[src/rtl/chat_sweep_ctrl.sv]
// rtl/chat_sweep_ctrl.sv - 32-vector truth-table sweep controller with mismatch counting.
module chat_sweep_ctrl #(
  parameter int SETTLE_CYCLES = 4
) (
  input  logic       clk,
  input  logic       rst_n,
  input  logic       start,
  input  logic       abort,
  output logic [4:0] stim,
  input  logic       resp_out1,
  input  logic       resp_out2,
  output logic       busy,
  output logic       done,
  output logic       pass,
  output logic [4:0] vec_idx,
  output logic [5:0] mismatch_cnt,
  output logic [4:0] first_fail_idx,
  output logic       first_fail_valid
);

  typedef enum logic [2:0] {IDLE, APPLY, SETTLE, SAMPLE, DONE} state_t;

  localparam logic [7:0] SETTLE_LOAD = 8'(SETTLE_CYCLES - 1);

  state_t     state;
  logic [7:0] settle_cnt;
  logic       exp1;
  logic       exp2;
  logic       mis;

  // Reference model evaluated on the vector index, not on the stim register.
  assign exp1 = ~((~vec_idx[4] & vec_idx[3]) | (vec_idx[2] & ~vec_idx[3]));
  assign exp2 = (vec_idx[1] & ~vec_idx[0]) | exp1;
  assign mis  = (resp_out1 != exp1) || (resp_out2 != exp2);

  always_ff @(posedge clk or negedge rst_n) begin
    if (!rst_n) begin
      state            <= IDLE;
      stim             <= '0;
      vec_idx          <= '0;
      busy             <= 1'b0;
      done             <= 1'b0;
      pass             <= 1'b0;
      mismatch_cnt     <= '0;
      first_fail_idx   <= '0;
      first_fail_valid <= 1'b0;
      settle_cnt       <= '0;
    end else if (abort && busy) begin
      // Results so far stay visible for diagnosis.
      state <= IDLE;
      stim  <= '0;
      busy  <= 1'b0;
      done  <= 1'b0;
      pass  <= 1'b0;
    end else begin
      case (state)
        IDLE, DONE: begin
          if (start && !abort) begin
            mismatch_cnt     <= '0;
            first_fail_idx   <= '0;
            first_fail_valid <= 1'b0;
            done             <= 1'b0;
            pass             <= 1'b0;
            vec_idx          <= '0;
            busy             <= 1'b1;
            state            <= APPLY;
          end
        end
        APPLY: begin
          stim       <= vec_idx;
          settle_cnt <= SETTLE_LOAD;
          state      <= SETTLE;
        end
        SETTLE: begin
          if (settle_cnt == 8'd0) state <= SAMPLE;
          else settle_cnt <= settle_cnt - 8'd1;
        end
        SAMPLE: begin
          if (mis) begin
            if (mismatch_cnt < 6'd32) mismatch_cnt <= mismatch_cnt + 6'd1;
            if (!first_fail_valid) begin
              first_fail_idx   <= vec_idx;
              first_fail_valid <= 1'b1;
            end
          end
          if (vec_idx == 5'd31) begin
            state <= DONE;
            busy  <= 1'b0;
            done  <= 1'b1;
            stim  <= '0;
            pass  <= (mismatch_cnt == 6'd0) && !mis;
          end else begin
            vec_idx <= vec_idx + 5'd1;
            state   <= APPLY;
          end
        end
        default: state <= IDLE;
      endcase
    end
  end

endmodule

[config.mk]
export PLATFORM = sky130hd
export DESIGN_NAME = chat_sweep_ctrl
export DESIGN_NICKNAME = d
export VERILOG_FILES = /design/src/rtl/chat_sweep_ctrl.sv
export SDC_FILE = /design/constraint.sdc
export NUM_CORES = 1
export LEC_CHECK = 0
export ABC_AREA = 0
export BUFFER_PORTS_ARGS = -buffer_cell sky130_fd_sc_hd__buf_2
export CAP_MARGIN = 20
export CORE_ASPECT_RATIO = 0.9
export CORE_MARGIN = 3
export CORE_UTILIZATION = 50
export DETAILED_ROUTE_END_ITERATION = 10
export HOLD_SLACK_MARGIN = 0.15
export PLACE_DENSITY = 0.74
export SETUP_SLACK_MARGIN = 0.2
export SYNTH_ARGS = -nofsm -noshare
export SYNTH_HDL_FRONTEND = slang
export SYNTH_SLANG_ARGS = --single-unit
[constraint.sdc]
create_clock -name clk -period 1.7 [get_ports clk]
set_input_delay 0.255 -clock clk [delete_from_list [all_inputs] [get_ports clk]]
set_output_delay 0.255 -clock clk [all_outputs]
set_load 0.01 [all_outputs]
== Yosys cells after proc, flatten, opt, wreduce, memory -nomap -nowiden ==
Index checks and enable logic that the tools add are counted.

* Order comparisons: 1
* Bitwise gates (word level): 10
* $mul: 0
* Add/sub/neg operators: 3
* Multiplexer cells: 33
* Divide/modulo/power cells: 0
* Equality and inequality tests: 16
* Reduce and logical (&&, ||, !) cells: 22
* Shift-type cells: 0

{| class="wikitable"
|+ Operator list
! kind !! count
|-
| $mux W5 || 6
|-
| $pmux W5 S2 || 3
|-
| $mux W6 || 3
|-
| $pmux W8 S2 || 1
|-
| $mux W3 || 4
|-
| $ne A2 B2 Y1 const B || 6
|-
| $pmux W3 S4 || 1
|-
| $pmux W6 S2 || 1
|-
| $reduce_and A5 Y1 || 2
|-
| $mux W1 || 9
|-
| $ne A3 B3 Y1 const B || 3
|-
| $logic_not A8 Y1 || 1
|-
| $mux W8 || 1
|-
| $pmux W1 S2 || 4
|-
| $reduce_and A4 Y1 || 2
|-
| $sub A8 B1 Y8 const B || 1
|-
| $add A6 B1 Y6 const B || 1
|-
| $eq A3 B2 Y1 const B || 2
|-
| $logic_not A6 Y1 || 1
|-
| $lt A6 B6 Y1 const B || 1
|-
| $reduce_and A3 Y1 || 2
|-
| $reduce_bool A3 Y1 || 2
|-
| $add A5 B1 Y5 const B || 1
|-
| $eq A5 B5 Y1 const B || 1
|-
| 13 further kinds || 26
|}

* Memory bits (writable): 0
* Memory bits (read-only): 0
* Input port bits: 6
* Register bits: 36
* Logic and storage cells: 95
* Bits in latches: 0
* Memories: 0

== Depth between registers and ports, before layout ==
Gate-level depths: netlist of the first run.

* Depth in word-level cells: 12
* Depth in mapped cells: 7
* Gate-level depth less buffers: 7

== Least setup slack after synthesis of the first run ==
No wires, ideal clock.

* Kind: reg2reg
* Start: reg vec_idx[0]
* End: reg first_fail_idx[0]
* Arrival: 1,782 ps
* Stages on the path, launching flop included: 7
* Library setup time: 122 ps
* Path slack: -203 ps
* Period minus slack after synthesis: 1,903 ps
* Data required time: 1,578 ps
* Path through: dfrtp_1 > inv_1 > ha_1 > xor2_1 > a2111oi_4 > nor2_1 > a32o_1

* Word-level cells in the longest chain between the ends: 7
* Elaborated cells on any way between the ends: 10
* Classes of those cells: eq/ne: 2; mux: 3; bitwise: 3; reduce/logical: 2

{| class="wikitable"
|+ RTL lines
! element !! RTL line !! source
|-
| start, declared || 15 || <nowiki>output logic [4:0] vec_idx,</nowiki>
|-
| start signal, assigned || 93 || <nowiki>vec_idx <= vec_idx + 5'd1;</nowiki>
|-
| $not A1 Y1 || 33 || <nowiki>assign exp2 = (vec_idx[1] & ~vec_idx[0]) | exp1;</nowiki>
|-
| $and A1 B1 Y1 || 33 ||
|-
| $or A1 B1 Y1 || 33 ||
|-
| $ne A1 B1 Y1 || 34 || <nowiki>assign mis = (resp_out1 != exp1) || (resp_out2 != exp2);</nowiki>
|-
| $logic_or A1 B1 Y1 || 34 ||
|-
| $ne A2 B2 Y1 (no source line) || -- ||
|-
| $reduce_and A5 Y1 (no source line) || -- ||
|-
| end signal, assigned || 82 || <nowiki>first_fail_idx <= vec_idx;</nowiki>
|-
| end, declared || 17 || <nowiki>output logic [4:0] first_fail_idx,</nowiki>
|}

Several ways; a longest one is shown, not always the timed one. The select of a mux whose other input is x is not followed.
A chain may end at the register's enable or synchronous reset.

== Worst setup path after layout of the first run ==
* Start: reg state[1]
* End: reg mismatch_cnt[3]

* Word-level cells in the longest chain between the ends: 4
* Elaborated cells on any way between the ends: 10
* Classes of those cells: eq/ne: 5; mux: 1; reduce/logical: 4

{| class="wikitable"
|+ RTL lines
! element !! RTL line !! source
|-
| start, declared || 25 || <nowiki>state_t state;</nowiki>
|-
| start signal, assigned || 38 || <nowiki>state <= IDLE;</nowiki>
|-
| start signal, assigned || 50 || <nowiki>state <= IDLE;</nowiki>
|-
| start signal, assigned || 66 || <nowiki>state <= APPLY;</nowiki>
|-
| $eq A3 B3 Y1 or $logic_not A3 Y1 (tied branches) || 56 || <nowiki>case (state)</nowiki>
|-
| $reduce_or A2 Y1 || 56 ||
|-
| $ne A2 B2 Y1 (no source line) or $reduce_bool A2 Y1 (tied branches) || -- ||
|-
| $reduce_and A5 Y1 (no source line) || -- ||
|-
| end signal, assigned || 80 || <nowiki>if (mismatch_cnt < 6'd32) mismatch_cnt <= mismatch_cnt + 6'd1;</nowiki>
|-
| end, declared || 16 || <nowiki>output logic [5:0] mismatch_cnt,</nowiki>
|}

Several ways; a longest one is shown, not always the timed one.

==> summary.txt, run 1 <==
Run status
  • Status: complete, but fails checks
  • Failing checks: setup timing

Worst setup path
  • R2R setup slack: -0.07 ns
  • Slowest-stage cell, CP: or4b_4
  • Reg2reg path depth: 4
  • WS Path Type: flop to flop
  • Critical Path RT: 1.92 ns
  • Crit-path cells: or4b_4 -> a21boi_4 -> nor4b_4 -> mux2i_1
  • CP delay by family, top: simple AND/OR/NAND/NOR gates
  • Arrival time worst endpoint: 1.98 ns
  • Crit path from: state[1]$_DFFE_PN0P_
  • CP max stage delay: 0.59 ns
  • Worst flop-to-flop path endpoint: mismatch_cnt[3]$_DFFE_PN0P_
  • Startpoint Class: flop
  • Worst r2r src: state[1]$_DFFE_PN0P_
  • Critical path capture point type: flop
  • Worst path bufs/invs: 0
  • Worst-path maximum fanout: 5

Cells and area
  • Layout cell share with drive strength beyond 1: 54.3%
  • Finished Cell Area: between 3000 and 4000 sq um
  • Reg area: 906 sq um
  • Final Core Density: a little over 80%
  • # nets final: 288
  • Antenna Diode Count: 0
  • Commonest non-fill, non-tap cell in the layout: buf_4
  • Area growth from synthesis to layout: 54.1%
  • Multi-input logic area: 1340 sq um
  • Fillers: 197
  • Commonest non-fill, non-tap cells in the layout: 41 x buf_4, 32 x dfrtp_1, 30 x buf_2

Clocking
  • Num CTS Buffers: 5
  • Clock transition at path regs: 0.07 ns
  • CTS tree: built
  • H-tree Lvls: 2
  • Clock latency on the worst-skew pair: 0.30 ns
  • Root buffer cell: clkbuf_8
  • Max clock buf depth: 2
  • Clock sink count: 36

Global routing
  • First-pass GRT wire length: between 9000 and 10,000 um
  • Total track usage: 25.7%
  • Initial antenna violation count: 0
  • GRT Residual Overflow: 0
  • Largest net degree at the start of global routing: 22
  • Vias in the first global route: 1,950

Floorplanning
  • Row count: 21
  • Placeable core region: 3760 sq um
  • Starting density of the core: 52.9%
  • Die Area: 4770 sq um
  • IO Pins: 31
  • Die width: 72.5 um
  • Die Ht: 65.8 um

Drt
  • 1st-iter DRT viols: between 200 and 250
  • DR vias: 2,025
  • Antenna Nets Post-Route: 0
  • Final wirelength: 6610 um
  • Vias/cell: between 6 and 7
  • First drt pass iteration count: 5
  • DRC Markers: 0
  • Drt wl/cell: ~21 um

Timing
  • Max Freq: 566 MHz
  • Crit share post-route: 104%
  • Final setup TNS: -0.196 ns
  • RSZ-0062 raised after global routing: yes
  • Worst Setup Slack, final: -0.0656 ns
  • Final slew viol count: 0
  • Setup-failing EPs final: 7
  • Clock Skew: 0.00502 ns
  • Normalized max-slew margin: 66.6%
  • Final Hold Violating Endpoints: 0
  • Slew @ Worst Pin: 0.502 ns
  • Period minus WS final: about 1.8 ns

Synth
  • Post-synth EDFFs: 0
  • Cell Area, Synth: 1990 sq um
  • Primary FF master, synth: dfrtp_1
  • Syn_area_per_cell: 10.5 sq um
  • Ys async rst share: 100%
  • Yosys cell types: 51
  • Seq/Total Area, Yosys: 45.3%
  • Synth warn: 0
  • FF+latch count, synth: 36
  • Mapped Nets: 203
  • Synth Instances: 190

Place
  • Cell Area, Placed: 2450 sq um
  • Hpwl dp: 3590 um
  • Placer congestion estimate: 0.887
  • IO buf count: 30

Hold path
  • Worst hold path class: input pin to flop
  • Hold path start: abort
  • Worst Hold Depth: 3
  • Hold path endpoint: busy$_DFFE_PN0P_

Pwr
  • P per Cell Area: 1420 nW/um^2
  • Maximum VDD drop: 1.03 mV
  • P_leak: 0.00139 uW

Job
  • Max_cap viols: 0
## sequential cells by signal, summed over array words and instances, names as in the netlist
name	cells
busy	1
done	1
first_fail_idx	5
first_fail_valid	1
mismatch_cnt	6
pass	1
settle_cnt	8
state	3
stim	5
vec_idx	5
## Yosys cell counts, drive strengths merged (2+ instances only)
master	instances	area (sq um)
nand4	4	25.0
a32o	5	50.1
or4	5	37.5
buf	4	26.3
a31oi	3	18.8
nand4b	2	17.5
and2	4	25.0
clkbuf	3	11.3
and3	2	12.5
nor4	5	52.6
a22o	7	61.3
nand2	17	63.8
nor2b	3	18.8
o21a	2	15.0
a21oi	10	50.1
inv	10	37.5
nand2b	7	43.8
or4b	2	23.8
mux2i	5	50.1
o21ai	6	30.0
nand3	3	15.0
nor2	6	22.5
dfrtp	36	901
xor2	2	17.5
ha	7	87.6
nor3	4	25.0
nor4b	2	23.8
nand3b	2	15.0
o31ai	6	45.0
## cell families after synthesis
family | Yosys count | share of synthesized area, %
flops | 36 | 45.3
compound gates | 49 | 19.4
xor+xnor | 2 | 0.882
buf+inv | 17 | 3.78
fa+ha+maj | 7 | 4.41
simple gates | 73 | 23.1
mux | 6 | 3.09
## how the worst max path moves through the flow
stage,endpoint,slack (ns),cells past startpoint
floorplan,first_fail_idx[4]$_DFFE_PN0P_,-0.18,6
global placement,first_fail_idx[3]$_DFFE_PN0P_,-0.03,5
detailed placement,first_fail_idx[3]$_DFFE_PN0P_,-0.15,5
CTS,mismatch_cnt[3]$_DFFE_PN0P_,-0.03,4
global route,mismatch_cnt[1]$_DFFE_PN0P_,-0.14,4
finish,mismatch_cnt[3]$_DFFE_PN0P_,-0.07,4
## tightest hold or removal path, cell delays in order
cell and delay (ns):
buf_2 0.15, nand3b_1 0.12, nand2_1 0.05
## cell type report
class,instances,area share [%]
clock buffer,6,2.37
tap,46,1.88
clock inverter,2,1.14
timing repair buffer,84,20.0
sequential,36,29.6
multi-input combinational,138,43.8
inverter,10,1.23
## power by group
group | total, uW | switching (uW) | internal [uW]
logic | 2350 | 1210 | 1140
registers | 1230 | 190 | 1040
clock network | 762 | 327 | 435
## stage by stage
| stage | setup WS, ns | hold WS (ns) | std cells | power, uW |
|---|---|---|---|---|
| after global placement | -0.0289 | 0.237 | 289 | 2580 |
| after floorplan | -0.177 | -0.0406 | 190 | 2130 |
| after CTS | -0.0282 | 0.309 | 317 | 3930 |
| final | -0.0656 | 0.317 | 322 | 4340 |
| after detailed placement | -0.154 | 0.243 | 289 | 2660 |
| after global routing | -0.135 | 0.336 | 322 | 4530 |
## metal layers
metal	wire length (um)	GRT usage [%]
met1	2730	34.1
met3	451	4.56
met2	3220	40.6
met5	0	0
met4	208	12.7
## timing repair
action | in CTS | in global routing
pin swaps | 27 | 11
hold buffers | 1 | 0
hold endpoints to repair | 20 | 0
setup endpoints to repair | 33 | 35
cloned | 1 | 0
resized for setup | 45 | 21
setup buffers | 18 | 5
No activity file was read; power rests on OpenSTA's default activity.
==> run 2: changes to the inputs <==
- PLACE_DENSITY: 0.74 -> 0.72
- clock period: 1.7 -> 2.2 ns (I/O delays scaled with it)
==> run 2 against run 1 <==
Net effect:
- worst hold slack improved by 0.050 ns
- critical path depth grew 3
- highest routed layer unchanged
- routed wire length is 35% lower
- the flow now finishes without violations
- maximum frequency down 7.0%
- final cell count is 14% lower
- power down 44%
- largest power group is now registers
==> summary.txt, run 2 (synthesized netlist as in run 1, its figures left out) <==
Timing
  • Setup-failing EPs final: 0 (-7)
  • Normalized max-slew margin: 47.1% (-20 points)
  • Final Hold Violating Endpoints: 0 (unchanged)
  • Period minus WS final: 1.90 ns (+0.133 ns)
  • Crit share post-route: 86.3% (-18 points)
  • Hold slack: 0.367 ns (+0.0501 ns)
  • Final setup TNS: 0 ns (+0.196 ns)
  • Clock Skew: 0.00629 ns (+0.00127 ns)
  • Max Freq: 527 MHz (-7.0%)
  • RSZ-0062 raised after global routing: no
  • Slew @ Worst Pin: 0.794 ns (+0.293 ns)
  • Final slew viol count: 0 (unchanged)

Global routing
  • Initial antenna violation count: 0 (unchanged)
  • Gr busiest metal: met2
  • Total track usage: 19.6% (-6.2 points)
  • GRT Residual Overflow: 0 (unchanged)
  • Largest net degree at the start of global routing: 37 (+68%)
  • First-pass GRT wire length: 7180 um (-24%)
  • Global routing usage on met1: 26.4% (-7.7 points)
  • Met3 usage: 4.10% (-0.46 points)
  • Vias in the first global route: 1,599 (-18%)
  • M2 GR Usage: 29.4% (-11 points)

Worst setup path
  • Worst path bufs/invs: 0 (unchanged)
  • Critical path capture point type: flop
  • Worst-path maximum fanout: 6 (+1)
  • Critical Path RT: 2.37 ns (+0.45 ns)
  • CP max stage delay: 0.45 ns (-0.14 ns)
  • Slowest-stage cell, CP: dfrtp_2
  • Arrival time worst endpoint: 2.06 ns (+0.08 ns)
  • Most frequent CP cell: ha_1
  • WS Path Type: flop to flop
  • CP delay by family, top: simple AND/OR/NAND/NOR gates
  • Startpoint Class: flop
  • Crit-path cells: ha_1 -> and3_1 -> ha_1 -> nand4b_1 -> and2_1 -> o21ai_0 -> o31ai_1

Pwr
  • Seq pwr share: 38.6% (+10 points)
  • Logic pwr share: 38.2% (-16 points)
  • P per Cell Area: 1040 nW/um^2 (-27%)
  • Maximum VDD drop: 0.583 mV (-43%)
  • Clk pwr share: 23.1% (+5.5 points)
  • Internal power: 1540 uW (-41%)
  • P_leak: 0.00111 uW (-20%)
  • Switching Share: 37.0% (-2.8 points)
  • Switch Pwr: 907 uW (-48%)

Floorplanning
  • Die Ht: 65.8 um (unchanged)
  • Die width: 72.5 um (unchanged)
  • Row count: 21 (unchanged)
  • IO Pins: 31 (unchanged)
  • Die Area: 4770 sq um (unchanged)
  • Placeable core region: 3760 sq um (unchanged)
  • Starting density of the core: 52.9% (unchanged)

Place
  • Hpwl dp: 3060 um (-15%)
  • IO buf count: 30 (unchanged)
  • Placer congestion estimate: 0.856 (-3.5%)

Clocking
  • Num CTS Buffers: 5 (unchanged)
  • CTS tree: built
  • Max clock buf depth: 2 (unchanged)
  • Clock sink count: 36 (unchanged)
  • Clock latency on the worst-skew pair: 0.29 ns (about the same)
  • Clock transition at path regs: 0.07 ns (about the same)
  • Root buffer cell: clkbuf_8
  • H-tree Lvls: 2 (unchanged)

Hold path
  • Worst hold path class: input pin to flop

Drt
  • 1st-iter DRT viols: 72 (-66%)
  • DR vias: 1,667 (-18%)
  • Antenna Nets Post-Route: 0 (unchanged)
  • DRC Markers: 0 (unchanged)
  • Drt wl/cell: 15.4 um (-25%)
  • First drt pass iteration count: 4 (-1)
  • Vias/cell: 6.02 (-4.3%)
  • Final wirelength: 4270 um (-35%)

Cells and area
  • Area growth from synthesis to layout: 18.9%
  • Biggest register: settle_cnt
  • Top flop regs: settle_cnt (8), mismatch_cnt (6)
  • # nets final: 243 (-16%)
  • Commonest non-fill, non-tap cell in the layout: dfrtp_1
  • Antenna Diode Count: 0 (unchanged)
  • Max FFs per register: 8 (unchanged)
  • Commonest non-fill, non-tap cells in the layout: 34 x dfrtp_1, 30 x buf_2, 17 x nand2_1
  • Layout cell share with drive strength beyond 1: 26.8% (-28 points)

Job
  • Max_cap viols: 0 (unchanged)

Run status
  • Status: finished clean
[run 2: cell types whose count changed in the layout (fill, tap and decap cells not counted), sizes merged]
cell | before | now
and4 | 2 | 1
buf | 83 | 39
[run 2: cell type report]
type,instances,area (sq um)
fill,308,1400
multi-input combinational,137,1030
sequential,36,903
timing repair buffer,40,228
clock buffer,6,72.6
tap,46,57.6
inverter,10,37.5
clock inverter,2,35.0
[run 2: power groups by stage]
stage	logic [uW]	clock network [uW]	registers (uW)
6_report	936	566	945
5_1_grt	1050	614	966
4_1_cts	884	584	945
3_5_place_dp	873	0	957
3_3_place_gp	847	0	946
2_1_floorplan	643	0	937
[run 2: worst min-delay path, stage by stage]
cell and delay (ns):
buf_2 0.13, nand3b_1 0.11, nand2_1 0.05
[run 2: worst paths after layout]
path / end / from / cells past startpoint / slack (ns)
max in group asynchronous: vec_idx[0]$_DFFE_PN0P_ / rst_n / 2 / 1.00
min in group asynchronous: stim[1]$_DFFE_PN0P_ / rst_n / 2 / 0.66
worst max register to register: vec_idx[3]$_DFFE_PN0P_ / vec_idx[0]$_DFFE_PN0P_ / 7 / 0.30
worst max-delay path: vec_idx[3]$_DFFE_PN0P_ / vec_idx[0]$_DFFE_PN0P_ / 7 / 0.30
worst min register to register: first_fail_idx[3]$_DFFE_PN0P_ / first_fail_idx[3]$_DFFE_PN0P_ / 1 / 0.49
worst min-delay path: busy$_DFFE_PN0P_ / abort / 3 / 0.37
[run 2: routing by layer]
layer | part of all wire [%] | up-vias | wire length, um
li1 | - | 801 | -
met1 | 48 | 816 | 2050
met2 | 45 | 41 | 1930
met3 | 4.8 | 9 | 206
met4 | 1.9 | 0 | 81
met5 | 0 | - | 0
[run 2: metrics by stage]
step           cells  instance area (sq um)  power [uW]  worst slack [ns]  utilization (%)
2_1_floorplan    190                   1990        1580             0.297                -
5_1_grt          277                   2360        2630             0.219             62.9
3_3_place_gp     262                   2180        1790             0.244             58.0
3_5_place_dp     262                   2180        1830             0.162             58.0
6_report         277                   2360        2450             0.302             62.9
4_1_cts          271                   2300        2410             0.217             61.3
[run 2: what timing repair did]
| action | 4_1_cts | 5_1_grt |
|---|---|---|
| hold endpoints to repair | 9 | 0 |
| gates resized for setup | 1 | 6 |
| setup endpoints to repair | 5 | 22 |
| pin swaps | 0 | 1 |
| setup buffers | 0 | 6 |
| hold buffers | 1 | 0 |
==> run 3: changes to the inputs <==
- BUFFER_PORTS_ARGS: -buffer_cell sky130_fd_sc_hd__buf_2 -> not set
- DONT_BUFFER_PORTS: not set -> 1
- PLACE_DENSITY: 0.72 -> not set
==> run 3 against run 2 <==
Net effect:
- register-to-register slack is essentially flat
- global-route usage grew 0.95 points
- clock power down 14%
- worst setup slack better by 0.0029 ns
- final area fell by 6.4%
- core utilization is 4.0 points lower
- sequential power up 3.2%
- non-clock buffer count decreased by 29
- maximum frequency is 0.16% higher
- worst hold slack got worse by 0.14 ns
==> summary.txt, run 3 (synthesized netlist as in run 1, its figures left out) <==
Drt
  • DRC Markers: 0 (unchanged)
  • DR vias: 1,509 (-9.5%)
  • Drt wl/cell: 17.5 um (+14%)
  • Max layer used: met4
  • Antenna Nets Post-Route: 0 (unchanged)
  • Met3 wire len: 176 um (-15%)
  • First drt pass iteration count: 4 (unchanged)
  • 1st-iter DRT viols: 63 (-13%)
  • Vias/cell: 6.08 (+1.1%)
  • Met2 wire length: 2150 um (+11%)
  • Met1 Wirelength: 1960 um (-4.5%)
  • Final wirelength: 4350 um (+1.8%)

Pwr
  • Maximum VDD drop: 0.406 mV (-30%)
  • Power after layout: 2280 uW (-6.9%)
  • P per Cell Area: 1030 nW/um^2 (-0.58%)
  • P_leak: 0.000959 uW (-14%)

Cells and area
  • Commonest non-fill, non-tap cell in the layout: dfrtp_1
  • Area growth from synthesis to layout: 11.3%
  • # nets final: 214 (-12%)
  • Layout cell share with drive strength beyond 1: 15.8% (-11 points)
  • Antenna Diode Count: 0 (unchanged)
  • Max FFs per register: 8 (unchanged)
  • Fillers: 335 (+8.8%)
  • Biggest register: settle_cnt
  • Top flop regs: settle_cnt (8), mismatch_cnt (6)
  • Finished Cell Area: 2210 sq um (-6.4%)
  • Commonest non-fill, non-tap cells in the layout: 35 x dfrtp_1, 17 x nand2_1, 10 x inv_1, 10 x a21oi_1, 9 x buf_4

Timing
  • Period minus WS final: 1.90 ns (-0.00295 ns)
  • Clock Skew: 0.00354 ns (-0.00275 ns)
  • Worst Setup Slack, final: 0.305 ns (+0.00295 ns)
  • Normalized max-slew margin: 61.1% (+14 points)
  • Final Hold Violating Endpoints: 0 (unchanged)
  • Final slew viol count: 0 (unchanged)
  • Slew @ Worst Pin: 0.577 ns (-0.217 ns)
  • Final setup TNS: 0 ns (unchanged)
  • Crit share post-route: 86.2% (-0.13 points)
  • Setup-failing EPs final: 0 (unchanged)
  • Max Freq: 528 MHz (+0.16%)
  • RSZ-0062 raised after global routing: no

Clocking
  • Root buffer cell: clkbuf_8
  • Clock transition at path regs: 0.07 ns (about the same)
  • H-tree Lvls: 2 (unchanged)
  • Clock latency on the worst-skew pair: 0.29 ns (about the same)
  • Clock sink count: 36 (unchanged)
  • Max clock buf depth: 2 (unchanged)
  • Num CTS Buffers: 5 (unchanged)
  • CTS tree: built

Hold path
  • Worst Hold Depth: 2 (-1)
  • Worst hold path class: input pin to flop

Worst setup path
  • Critical Path RT: 2.41 ns (+0.04 ns)
  • WS Path Type: flop to flop
  • Startpoint Class: flop
  • Critical path capture point type: flop
  • Reg2reg path depth: 4 (-3)
  • Arrival time worst endpoint: 2.10 ns (+0.04 ns)
  • Worst-path maximum fanout: 8 (+2)

Global routing
  • First-pass GRT wire length: 7480 um (+4.1%)
  • Largest net degree at the start of global routing: 37 (unchanged)
  • GRT Residual Overflow: 0 (unchanged)
  • Vias in the first global route: 1,623 (+1.5%)
  • Initial antenna violation count: 0 (unchanged)
  • Total track usage: 20.5% (+0.95 points)

Place
  • Hpwl dp: 3130 um (+2.3%)
  • Placer congestion estimate: 0.843 (-1.5%)
  • Place WS: 0.218 ns (+0.0554 ns)
  • Cell Area, Placed: 2070 sq um (-5.2%)
  • IO buf count: 0 (-100%)

Floorplanning
  • Die width: 72.5 um (unchanged)
  • Placeable core region: 3760 sq um (unchanged)
  • Row count: 21 (unchanged)
  • Die Area: 4770 sq um (unchanged)
  • Die Ht: 65.8 um (unchanged)
  • Starting density of the core: 52.9% (unchanged)
  • IO Pins: 31 (unchanged)

Run status
  • Status: finished clean

Job
  • Max_cap viols: 0 (unchanged)
==> run 3: critical path, stage by stage, from the launching register on <==
cell	delay, ns
dfrtp_1	0.46
or4b_4	0.58
a21boi_4	0.19
nor4_4	0.36
mux2i_1	0.23
==> run 3: metal layers <==
metal,GRT usage [%],vias up
met4,7.60,0
li1,-,742
met3,5.02,7
met5,0,-
met2,34.8,25
met1,25.3,735
==> run 3: per-stage QoR <==
stage,util (%),instances,hold slack [ns]
5_1_grt,58.9,248,0.217
6_report,58.9,248,0.224
3_5_place_dp,55.0,237,0.0350
2_1_floorplan,-,190,0.0344
4_1_cts,58.3,247,0.214
3_3_place_gp,55.0,237,0.0351
==> run 3: final timing paths <==
kind,slack [ns],start,to
max,0.30,state[0]$_DFFE_PN0P_,mismatch_cnt[0]$_DFFE_PN0P_
min,0.22,abort,busy$_DFFE_PN0P_
max reg2reg,0.30,state[0]$_DFFE_PN0P_,mismatch_cnt[0]$_DFFE_PN0P_
min reg2reg,0.56,settle_cnt[7]$_DFFE_PN0P_,settle_cnt[7]$_DFFE_PN0P_
max in group asynchronous,1.51,rst_n,vec_idx[1]$_DFFE_PN0P_
min in group asynchronous,0.49,rst_n,settle_cnt[4]$_DFFE_PN0P_
==> run 3: power breakdown <==
group / internal (uW) / leakage, uW / total (uW) / switching [uW]
sequential: 799 / 0.000484 / 975 / 177
combinational: 347 / 0.000424 / 819 / 472
clock: 250 / 0.0000510 / 484 / 234
total: 1400 / 0.000959 / 2280 / 882
==> run 3: repair_timing <==
item / in CTS / in global routing
setup endpoints to repair: 0 / 16
endpoints found under the hold margin: 36 / 0
hold buffers: 2 / 0
resized for setup: 0 / 4
buffers inserted: 0 / 1
==> run 3: area by class of cell <==
cell class	instances	area, sq um	share of cell area, %
clock buffer	6	82.6	3.73
clock inverter	2	10.0	0.452
inverter	10	37.5	1.70
multi-input combinational	137	1020	46.3
sequential	36	902	40.8
tap	46	57.6	2.60
timing repair buffer	11	97.6	4.41
